**src/rtl/typing_session_core.sv**
```systemverilog
// Typing racer session engine. It fetches target words, edits and scores the typed
// buffer, times the run, and derives accuracy and WPM with one shared serial divider.
module typing_session_core #(
  parameter int MAX_LEN = 25,
  parameter int LEN_W   = 5,
  parameter int CNT_W   = 11,
  parameter int MAX_CS  = 18000,
  parameter int DIV_W   = 24
) (
  input  logic                 clk,
  input  logic                 rst,
  input  logic                 start,
  input  logic                 abort,
  input  logic                 mode,
  input  logic [6:0]           limit,
  input  logic                 tick,
  input  logic                 key_valid,
  input  logic [4:0]           key_code,
  output logic                 word_req,
  input  logic                 word_ack,
  input  logic [MAX_LEN*5-1:0] word_in,
  input  logic [LEN_W-1:0]     word_len,
  output logic [MAX_LEN*5-1:0] typed,
  output logic [LEN_W-1:0]     cursor,
  output logic [LEN_W-1:0]     correct,
  output logic [CNT_W-1:0]     words_done,
  output logic [CNT_W-1:0]     words_ok,
  output logic [14:0]          elapsed,
  output logic                 busy,
  output logic                 done,
  output logic [9:0]           wpm,
  output logic [6:0]           acc,
  output logic                 stats_valid
);
  localparam int DVS_W = (CNT_W > 15) ? CNT_W : 15;
  localparam int DCNT_W = $clog2(DIV_W);
  localparam logic [DCNT_W-1:0] DCNT_LAST = DCNT_W'(DIV_W - 1);
  localparam logic [CNT_W-1:0] CNT_MAX = '1;

  typedef enum logic [1:0] {S_IDLE, S_FETCH, S_TYPE, S_DONE} state_t;
  typedef enum logic [1:0] {DV_IDLE, DV_RUN, DV_WRITE} div_state_t;

  state_t state, state_n;
  logic [MAX_LEN*5-1:0] target, target_n, typed_n;
  logic [LEN_W-1:0] tgt_len, tgt_len_n, cursor_n, correct_n;
  logic [CNT_W-1:0] words_done_n, words_ok_n, total, total_n, cc, cc_n;
  logic [14:0] elapsed_n;
  logic [6:0] lim_eff;
  logic [4:0] tgt_char;
  logic finish, clear, is_ok, chg;

  function automatic logic [CNT_W-1:0] sat_add(input logic [CNT_W-1:0] a,
                                               input logic [CNT_W-1:0] b);
    logic [CNT_W:0] s;
    s = {1'b0, a} + {1'b0, b};
    return s[CNT_W] ? CNT_MAX : s[CNT_W-1:0];
  endfunction

  assign busy     = (state == S_FETCH) || (state == S_TYPE);
  assign done     = (state == S_DONE);
  assign word_req = (state == S_FETCH);
  assign lim_eff  = (limit == 7'd0) ? 7'd1 : limit;
  assign finish   = (elapsed >= 15'(MAX_CS)) ||
                    (!mode && (elapsed >= 15'(lim_eff) * 15'd100)) ||
                    (mode && (words_done >= CNT_W'(lim_eff)));

  always_comb begin
    state_n = state;  target_n = target;  tgt_len_n = tgt_len;
    typed_n = typed;  cursor_n = cursor;  correct_n = correct;
    words_done_n = words_done;  words_ok_n = words_ok;
    total_n = total;  cc_n = cc;  elapsed_n = elapsed;
    clear = 1'b0;  is_ok = 1'b0;  tgt_char = '0;
    if (cursor < LEN_W'(MAX_LEN)) tgt_char = target[5*int'(cursor) +: 5];
    if (abort) begin
      state_n = S_IDLE;
      clear = 1'b1;
    end else if (start && (state == S_IDLE || state == S_DONE)) begin
      state_n = S_FETCH;
      clear = 1'b1;
    end else begin
      if (busy && tick && (elapsed < 15'(MAX_CS))) elapsed_n = elapsed + 15'd1;
      if (busy && finish) begin
        state_n = S_DONE;
      end else if (state == S_FETCH && word_ack) begin
        target_n = word_in;
        tgt_len_n = word_len;
        state_n = S_TYPE;
      end else if (state == S_TYPE && key_valid) begin
        if (key_code >= 5'd1 && key_code <= 5'd26) begin
          if (cursor < LEN_W'(MAX_LEN)) begin
            typed_n[5*int'(cursor) +: 5] = key_code;
            cursor_n = cursor + 1'b1;
            total_n = sat_add(total, CNT_W'(1));
            if (correct == cursor && cursor < tgt_len && key_code == tgt_char)
              correct_n = correct + 1'b1;
          end
        end else if (key_code == 5'd27) begin
          if (cursor != '0) begin
            typed_n[5*(int'(cursor)-1) +: 5] = 5'd0;
            cursor_n = cursor - 1'b1;
            if (correct == cursor) correct_n = correct - 1'b1;
          end
        end else if (key_code == 5'd28) begin
          // A submitted word credits its matching prefix plus the space when exact.
          if (cursor != '0) begin
            is_ok = (correct == cursor) && (cursor == tgt_len);
            total_n = sat_add(total, CNT_W'(1));
            words_done_n = sat_add(words_done, CNT_W'(1));
            words_ok_n = sat_add(words_ok, CNT_W'(is_ok));
            cc_n = sat_add(cc, CNT_W'(correct) + CNT_W'(is_ok));
            typed_n = '0;
            cursor_n = '0;
            correct_n = '0;
            state_n = S_FETCH;
          end
        end
      end
    end
    if (clear) begin
      target_n = '0;  tgt_len_n = '0;  typed_n = '0;  cursor_n = '0;  correct_n = '0;
      words_done_n = '0;  words_ok_n = '0;  total_n = '0;  cc_n = '0;  elapsed_n = '0;
    end
  end

  always_ff @(posedge clk or negedge rst) begin
    if (!rst) begin
      state <= S_IDLE;  target <= '0;  tgt_len <= '0;  typed <= '0;
      cursor <= '0;  correct <= '0;  words_done <= '0;  words_ok <= '0;
      total <= '0;  cc <= '0;  elapsed <= '0;
    end else begin
      state <= state_n;  target <= target_n;  tgt_len <= tgt_len_n;  typed <= typed_n;
      cursor <= cursor_n;  correct <= correct_n;  words_done <= words_done_n;
      words_ok <= words_ok_n;  total <= total_n;  cc <= cc_n;  elapsed <= elapsed_n;
    end
  end

  assign chg = !clear && ((total_n != total) || (cc_n != cc) || (correct_n != correct) ||
               (elapsed_n != elapsed) || (words_done_n != words_done) ||
               (words_ok_n != words_ok));

  div_state_t dv_state, dv_state_n;
  logic dv_sel, dv_sel_n, dirty, dirty_n, sv_n;
  logic [DIV_W-1:0] quo, quo_n, num;
  logic [DVS_W:0] rem, rem_n, rem_sh;
  logic [DVS_W-1:0] dvs, dvs_n;
  logic [DCNT_W-1:0] dv_cnt, dv_cnt_n;
  logic [9:0] wpm_n;
  logic [6:0] acc_n;

  assign num = DIV_W'(cc) + DIV_W'(correct);

  // Restoring divider: accuracy first, then WPM; a change mid-pair is picked up by a rerun.
  always_comb begin
    dv_state_n = dv_state;  dv_sel_n = dv_sel;  quo_n = quo;  rem_n = rem;
    dvs_n = dvs;  dv_cnt_n = dv_cnt;  wpm_n = wpm;  acc_n = acc;
    dirty_n = dirty;  sv_n = stats_valid;
    rem_sh = {rem[DVS_W-1:0], quo[DIV_W-1]};
    case (dv_state)
      DV_IDLE: if (dirty) begin
        quo_n = num * DIV_W'(100);  rem_n = '0;  dvs_n = DVS_W'(total);
        dv_cnt_n = '0;  dv_sel_n = 1'b0;  dirty_n = 1'b0;  dv_state_n = DV_RUN;
      end
      DV_RUN: begin
        if (rem_sh >= {1'b0, dvs}) begin
          rem_n = rem_sh - {1'b0, dvs};
          quo_n = {quo[DIV_W-2:0], 1'b1};
        end else begin
          rem_n = rem_sh;
          quo_n = {quo[DIV_W-2:0], 1'b0};
        end
        dv_cnt_n = dv_cnt + 1'b1;
        if (dv_cnt == DCNT_LAST) dv_state_n = DV_WRITE;
      end
      DV_WRITE: begin
        if (!dv_sel) begin
          acc_n = (dvs == '0) ? 7'd0 : quo[6:0];
          quo_n = num * DIV_W'(1200);  rem_n = '0;  dvs_n = DVS_W'(elapsed);
          dv_cnt_n = '0;  dv_sel_n = 1'b1;  dv_state_n = DV_RUN;
        end else begin
          wpm_n = (dvs == '0) ? 10'd0 : (quo > DIV_W'(999)) ? 10'd999 : quo[9:0];
          dv_state_n = DV_IDLE;
          if (!dirty) sv_n = 1'b1;
        end
      end
      default: dv_state_n = DV_IDLE;
    endcase
    if (chg) begin
      dirty_n = 1'b1;
      sv_n = 1'b0;
    end
    if (clear) begin
      dv_state_n = DV_IDLE;  dv_sel_n = 1'b0;  quo_n = '0;  rem_n = '0;  dvs_n = '0;
      dv_cnt_n = '0;  wpm_n = '0;  acc_n = '0;  dirty_n = 1'b0;  sv_n = 1'b1;
    end
  end

  always_ff @(posedge clk or negedge rst) begin
    if (!rst) begin
      dv_state <= DV_IDLE;  dv_sel <= 1'b0;  quo <= '0;  rem <= '0;  dvs <= '0;
      dv_cnt <= '0;  wpm <= '0;  acc <= '0;  dirty <= 1'b0;  stats_valid <= 1'b1;
    end else begin
      dv_state <= dv_state_n;  dv_sel <= dv_sel_n;  quo <= quo_n;  rem <= rem_n;
      dvs <= dvs_n;  dv_cnt <= dv_cnt_n;  wpm <= wpm_n;  acc <= acc_n;
      dirty <= dirty_n;  stats_valid <= sv_n;
    end
  end
endmodule

```
**config.mk**
```make
export PLATFORM = sky130hd
export DESIGN_NAME = typing_session_core
export DESIGN_NICKNAME = d
export VERILOG_FILES = /design/src/rtl/typing_session_core.sv
export SDC_FILE = /design/constraint.sdc
export NUM_CORES = 1
export LEC_CHECK = 0
export BUFFER_PORTS_ARGS = -buffer_cell sky130_fd_sc_hd__buf_2
export CAP_MARGIN = 20
export CORE_MARGIN = 2
export CORE_UTILIZATION = 35
export CTS_BUF_LIST = sky130_fd_sc_hd__clkbuf_8
export DETAILED_ROUTE_END_ITERATION = 8
export PLACE_DENSITY = 0.55
export REMOVE_ABC_BUFFERS = 1
export SKIP_LAST_GASP = 1
export SLEW_MARGIN = 10
export SYNTH_ARGS = -nofsm -noshare
export SYNTH_HDL_FRONTEND = slang
export SYNTH_SLANG_ARGS = --single-unit
```
**constraint.sdc**
```tcl
create_clock -name clk -period 9.05 [get_ports clk]
set_input_delay 1.3575 -clock clk [delete_from_list [all_inputs] [get_ports clk]]
set_output_delay 1.3575 -clock clk [all_outputs]
set_load 0.05 [all_outputs]
```
==> reports/results.ini, run 1 <==
[clock_network]
clock-root-buffer = clkbuf_8
ctsResizeCount = 0
numClockSinks = 407
postCtsSetupBuffers = 0
hold_buffers = 0
cts_buffers = 80
cts_tree = yes
clk_latency_ns = 0.70
path_clk_slew_ns = 0.06
clock_path_buffers = 3
h-tree-depth = 3

[global_route]
track_usage = 0.231
antenna_found_initial = 12
grt_start_max_net_pins = 159
grt_pass1_wl_um = 150000
grt_overflow_total = 0
grt_pass1_vias = 25600

[detailed_routing]
dr.pass1.iters = 8
ant_nets = 0
wl_per_cell_um = 20.6
drc = 0
drt_iter0_markers = 2049
vias = 26300
viasPerCell = 5.60
drt-total-wl_um = 96600

[timing]
tightestPinTransition_ns = 1.14
fmax_ghz = 0.136
hold_ws_ns = 0.472
hold_violations = 0
drv_slew = 0
fin_crit_sh = 0.815
period_minus_slack_ns = 7.38
rsz0062_at_grt = no
setup_violations = 0
skew_ns = 0.0554
slew_headroom = 0.235

[worst_setup_path]
crit_fanout = 26
crit_slowest_cell = nand2_1
path_class = reg2reg
start_kind = register
crit_chain = inv_1, buf_4, ha_1, inv_1, nor3_1, xnor2_1, inv_1, ha_1, fa_1, inv_1, ha_1, a21o_1, a21oi_1, o21bai_1, a21o_1, ha_1, inv_1, a2111oi_2, o21a_1, nand2_1, o31ai_1, a21boi_0, a41o_1
critical_path.most_common_cell = inv_1
required_ns = 9.63
worst_setup_path_end_kind = register
arrival_ns = 7.96
slowest_delay_ns = 0.66

[place]
gp_congestion = 0.888
detailed_place_hpwl_um = 67600
port_buffers = 342
dpl-instance-area_um2 = 30600

[die]
num_io_pins = 343
fp.dieW_um = 286
core_um2 = 78900
die_h_um = 286
dieArea_um2 = 81900
placementRows = 103
initial_utilization = 0.354

[yosys]
ys_ff_latch = 407
syn_area_um2 = 27900
seq_area_frac_synth = 0.365
syn_inst = 3329
synth_cell_types = 87
yosys_warnings = 0
async_flop_share = 1.00
synth_edf_count = 0
syn_avg_cell_area_um2 = 8.38
synthFlopType = dfrtp_1

[job]
drv_cap = 0

[final_layout]
seq_area_um2 = 10200
nFillCells = 8118
drive_above_1_share = 0.152
layout.nets = 3970
multiInputGateArea_um2 = 16300
final_area_um2 = 32200
syn2layout_area_growth_pct = 15.4

[pwr]
vdd_drop_max_mv = 0.348
cellPowerDensity_nw_per_um2 = 213
p_leak_nw = 15.0

[worst_hold_path]
hold_class = reg2reg

[status]
status = completed

[cells by family (layout without fill, tap and decap cells)]
| family | Yosys count | after routing | synth area share |
|---|---|---|---|
| flops | 407 | 407 | 0.365 |
| other cells | 0 | 2 | 0 |
| xor+xnor | 84 | 84 | 0.0264 |
| buf+inv | 390 | 710 | 0.0544 |
| compound gates | 994 | 994 | 0.223 |
| mux | 67 | 67 | 0.0334 |
| simple gates | 1164 | 1164 | 0.189 |
| fa+ha+maj | 223 | 223 | 0.108 |
[report_power, final]
| part | switching (mW) | total (mW) | internal (mW) |
|---|---|---|---|
| sequential | 0.0486 | 1.92 | 1.87 |
| combinational | 2.37 | 3.04 | 0.677 |
| clock | 0.878 | 1.90 | 1.03 |
| total | 3.29 | 6.86 | 3.57 |
[metal layers]
layer / GRT usage / part of all wire / up-vias
met5: 0 / 0.0013 / -
met4: 0.0965 / 0.040 / 20
met3: 0.0462 / 0.068 / 220
met2: 0.352 / 0.44 / 937
met1: 0.319 / 0.45 / 12700
li1: - / - / 12500
[stage by stage]
stage                     total power [mW]  TNS [ns]  cells  utilization  worst slack [ns]
after floorplan                       3.82   -142.95   3134            -             -1.02
after CTS                             6.84         0   4698        0.408              1.73
after detailed placement              4.91         0   4564        0.388              1.50
after global placement                4.90         0   4563        0.388              1.66
after global routing                  7.22         0   4700        0.408              1.12
final                                 6.86         0   4701        0.408              1.67
[registers in the layout (all words and copies together), names as in the netlist]
| register | count |
|---|---|
| stats_valid | 1 |
| target | 125 |
| correct | 5 |
| total | 11 |
| dv_sel | 1 |
| dv_state | 2 |
| cursor | 5 |
| wpm | 10 |
| words_ok | 11 |
| dirty | 1 |
| tgt_len | 5 |
| typed | 125 |
| state | 2 |
| dv_cnt | 5 |
| dvs | 15 |
| rem | 15 |
| acc | 7 |
| elapsed | 15 |
| quo | 24 |
| cc | 11 |
| words_done | 11 |
[synthesized netlist by cell type, drive strengths merged (26+ instances only)]
| cell | number | area, um^2 |
|---|---|---|
| nor2 | 200 | 751 |
| nor3 | 123 | 626 |
| nand3 | 62 | 310 |
| mux2i | 42 | 420 |
| nand2 | 555 | 2080 |
| fa | 31 | 621 |
| buf | 31 | 169 |
| inv | 194 | 728 |
| a211oi | 26 | 195 |
| xor2 | 38 | 333 |
| dfrtp | 406 | 10200 |
| a21o | 27 | 203 |
| ha | 192 | 2400 |
| nand4 | 40 | 250 |
| clkbuf | 164 | 616 |
| a21oi | 290 | 1450 |
| o21ai | 301 | 1510 |
| nor4 | 30 | 203 |
| o31ai | 98 | 736 |
| xnor2 | 46 | 403 |
[area by class of cell]
| cell class | count | area share |
|---|---|---|
| Clock buffer | 93 | 0.0398 |
| Inverter | 195 | 0.0227 |
| Multi-Input combinational cell | 2532 | 0.505 |
| Sequential cell | 407 | 0.317 |
| Tap cell | 1050 | 0.0408 |
| Antenna cell | 2 | 0.000155 |
| Timing Repair Buffer | 381 | 0.0650 |
| Clock inverter | 41 | 0.00952 |
[worst max-delay path, delay by kind of cell (launching register included)]
| family | cells | cell delay [ns] |
|---|---|---|
| compound gates | 9 | 2.56 |
| buf+inv | 6 | 0.67 |
| xor+xnor | 1 | 0.28 |
| flops | 1 | 0.63 |
| simple gates | 2 | 1.28 |
| fa+ha+maj | 5 | 1.82 |
[cell usage in the layout (no fill, tap or decap), drive strengths merged, types with 9 or more instances in the layout]
cell type	instances
a211oi	26
a21boi	24
a21o	27
a21oi	290
a221oi	16
a22o	24
a22oi	9
a311oi	11
a31oi	22
a41o	21
and2	22
and3	21
buf	381
clkbuf	93
dfrtp	406
fa	31
ha	192
inv	225
mux2i	42
mux4	20
nand2	555
nand2b	24
nand3	62
nand4	40
nor2	200
nor2b	20
nor3	123
nor4	30
o21a	15
o21ai	301
o21bai	11
o22ai	16
o31ai	98
o41ai	15
or2	10
or3	19
xnor2	46
xor2	38
[final timing paths]
| check | startpoint | to | slack (ns) | cells past startpoint |
|---|---|---|---|---|
| worst max-delay path | cursor[0] | typed[120] | 1.67 | 23 |
| min in group asynchronous | rst | rem[6] | 0.68 | 1 |
| worst max register to register | cursor[0] | typed[120] | 1.67 | 23 |
| max in group asynchronous | rst | target[110] | 6.51 | 3 |
| worst min register to register | wpm[6] | wpm[6] | 0.47 | 2 |
| worst min-delay path | wpm[6] | wpm[6] | 0.47 | 2 |
(Power assumes the default switching activity.)
==> run 2: changes to the inputs <==
- PLACE_DENSITY: 0.55 -> 0.57
- clock period: 9.05 -> 6.2 ns (I/O delays scaled with it)
==> run 2 against run 1 <==
Largest power group unchanged. Sequential power is 45% higher. Clock power is 51% higher. Via count is 0.88% higher.
==> reports/results.ini, run 2 (synthesis gave the netlist of run 1 again) <==
[status]
status = completed

[timing]
setup_tns_ns = 0
rsz0062_at_grt = yes
hold_violations = 0
setup_violations = 0
fin_crit_sh = 0.953
period_minus_slack_ns = 5.91
fmax_ghz = 0.169
drv_slew = 0
worst_slack_ns = 0.291
slew_headroom = 0.228
skew_ns = 0.0495
tightestPinTransition_ns = 1.15

[worst_setup_path]
worst_setup_path_end_kind = register
path_class = reg2reg
r2r_cells = 24
start_kind = register
arrival_ns = 6.48
crit_fanout = 15
crit_slowest_cell = fa_1
cp-endpoint = typed[94]
slowest_delay_ns = 0.51
cp-startpoint = cursor[0]
required_ns = 6.77
critical_path.most_common_cell = inv_1
timing.rr.end = typed[94]
reg2reg_slack_ns = 0.29
worstReg2RegStart = cursor[0]
crit_chain = inv_1, ha_1, inv_1, nor3_1, xnor2_1, inv_1, ha_1, fa_1, inv_1, ha_1, a21o_1, a21oi_1, o21bai_1, a21o_1, ha_1, inv_1, a2111oi_2, o21a_1, buf_4, o221ai_1, buf_4, o21ai_0, a21boi_0, a41o_1

[global_route]
grt_pass1_wl_um = 151000
grt_overflow_total = 0
grt_start_max_net_pins = 164
antenna_found_initial = 4
track_usage = 0.233
grt_pass1_vias = 25700

[detailed_routing]
viasPerCell = 5.53
ant_nets = 0
dr.pass1.iters = 5
wl_per_cell_um = 20.3
drt_iter0_markers = 2358
drc = 0
drt-total-wl_um = 97200
vias = 26600

[die]
die_h_um = 286
placementRows = 103
dieArea_um2 = 81900
core_um2 = 78900
num_io_pins = 343
initial_utilization = 0.354
fp.dieW_um = 286

[pwr]
switchingPower_mw = 4.91
power_frac_comb = 0.463
swShare = 0.466
p_leak_nw = 15.5
vdd_drop_max_mv = 0.452
clkPwrFrac = 0.272
pwr-share-seq = 0.264
cellPowerDensity_nw_per_um2 = 319
internal_power_mw = 5.63

[place]
placed_cells = 4662
gp_congestion = 0.910
port_buffers = 342
detailed_place_hpwl_um = 69700
post-place-ws_ns = -0.0741

[final_layout]
reg.largest.list = target (125), typed (125), quo (24)
syn2layout_area_growth_pct = 18.6
nFillCells = 8020
layout_commonest_cell = nand2_1
fin_cells = 4801
final_util = 0.419
drive_above_1_share = 0.178
final_cell_mix = nand2_1 (552), dfrtp_1 (404), buf_2 (341)
layout.nets = 4067

[clock_network]
clock_path_buffers = 3
postCtsSetupBuffers = 0
cts_buffers = 79
clk_latency_ns = 0.69
cts_tree = yes
clock-root-buffer = clkbuf_8
numClockSinks = 407
h-tree-depth = 3
hold_buffers = 0
path_clk_slew_ns = 0.06

[worst_hold_path]
hold_class = in2async

[job]
drv_cap = 0

## run 2: area by class of cell
cell class | count | area (um^2) | area share
antenna | 2 | 5.00 | 0.000151
tap | 1050 | 1310 | 0.0397
clock inverter | 39 | 322 | 0.00972
inverter | 195 | 732 | 0.0221
multi-input combinational | 2532 | 16300 | 0.492
timing repair buffer | 479 | 2900 | 0.0875
sequential | 407 | 10200 | 0.308
clock buffer | 97 | 1340 | 0.0404
## run 2: routing by layer
layer,GRT usage,vias to the layer above,routed length [um]
li1,-,12700,-
met1,0.324,12700,43900
met2,0.355,932,43100
met3,0.0433,211,6080
met4,0.0970,2,4120
met5,0,-,13
## run 2: repair_timing
item,4_1_cts,5_1_grt
setup endpoints to repair,0,9
hold endpoints to repair,0,0
resized for setup,0,6
## run 2: how the worst min path moves through the flow
stage | to | slack [ns] | cells after the start
after floorplan | dv_cnt[4] | 0.45 | 1
after CTS | typed[110] | 0.27 | 1
after global placement | wpm[5] | 0.46 | 2
final | typed[50] | 0.28 | 1
after detailed placement | typed[102] | 0.46 | 2
after global routing | typed[52] | 0.32 | 1
## run 2: metrics by stage
step	power, mW	hold WS (ns)	cell area, um^2
2_1_floorplan	5.58	0.445	27100
4_1_cts	10.4	0.269	33000
3_5_place_dp	7.53	0.461	31400
6_report	10.5	0.283	33100
3_3_place_gp	7.54	0.460	31400
5_1_grt	11.1	0.321	33100
## run 2: worst max-delay path: cells and delay by family, from the launching register on
family	cells	cell delay, ns
flops	1	0.46
fa+ha+maj	5	1.72
compound gates	10	2.20
simple gates	1	0.24
buf+inv	7	0.91
xor+xnor	1	0.24
## run 2: power groups by stage
stage	clock [mW]	combinational, mW	sequential (mW)
2_1_floorplan	0	2.70	2.88
3_3_place_gp	0	4.71	2.83
3_5_place_dp	0	4.70	2.83
4_1_cts	2.94	4.72	2.78
5_1_grt	3.06	5.23	2.79
6_report	2.87	4.89	2.79
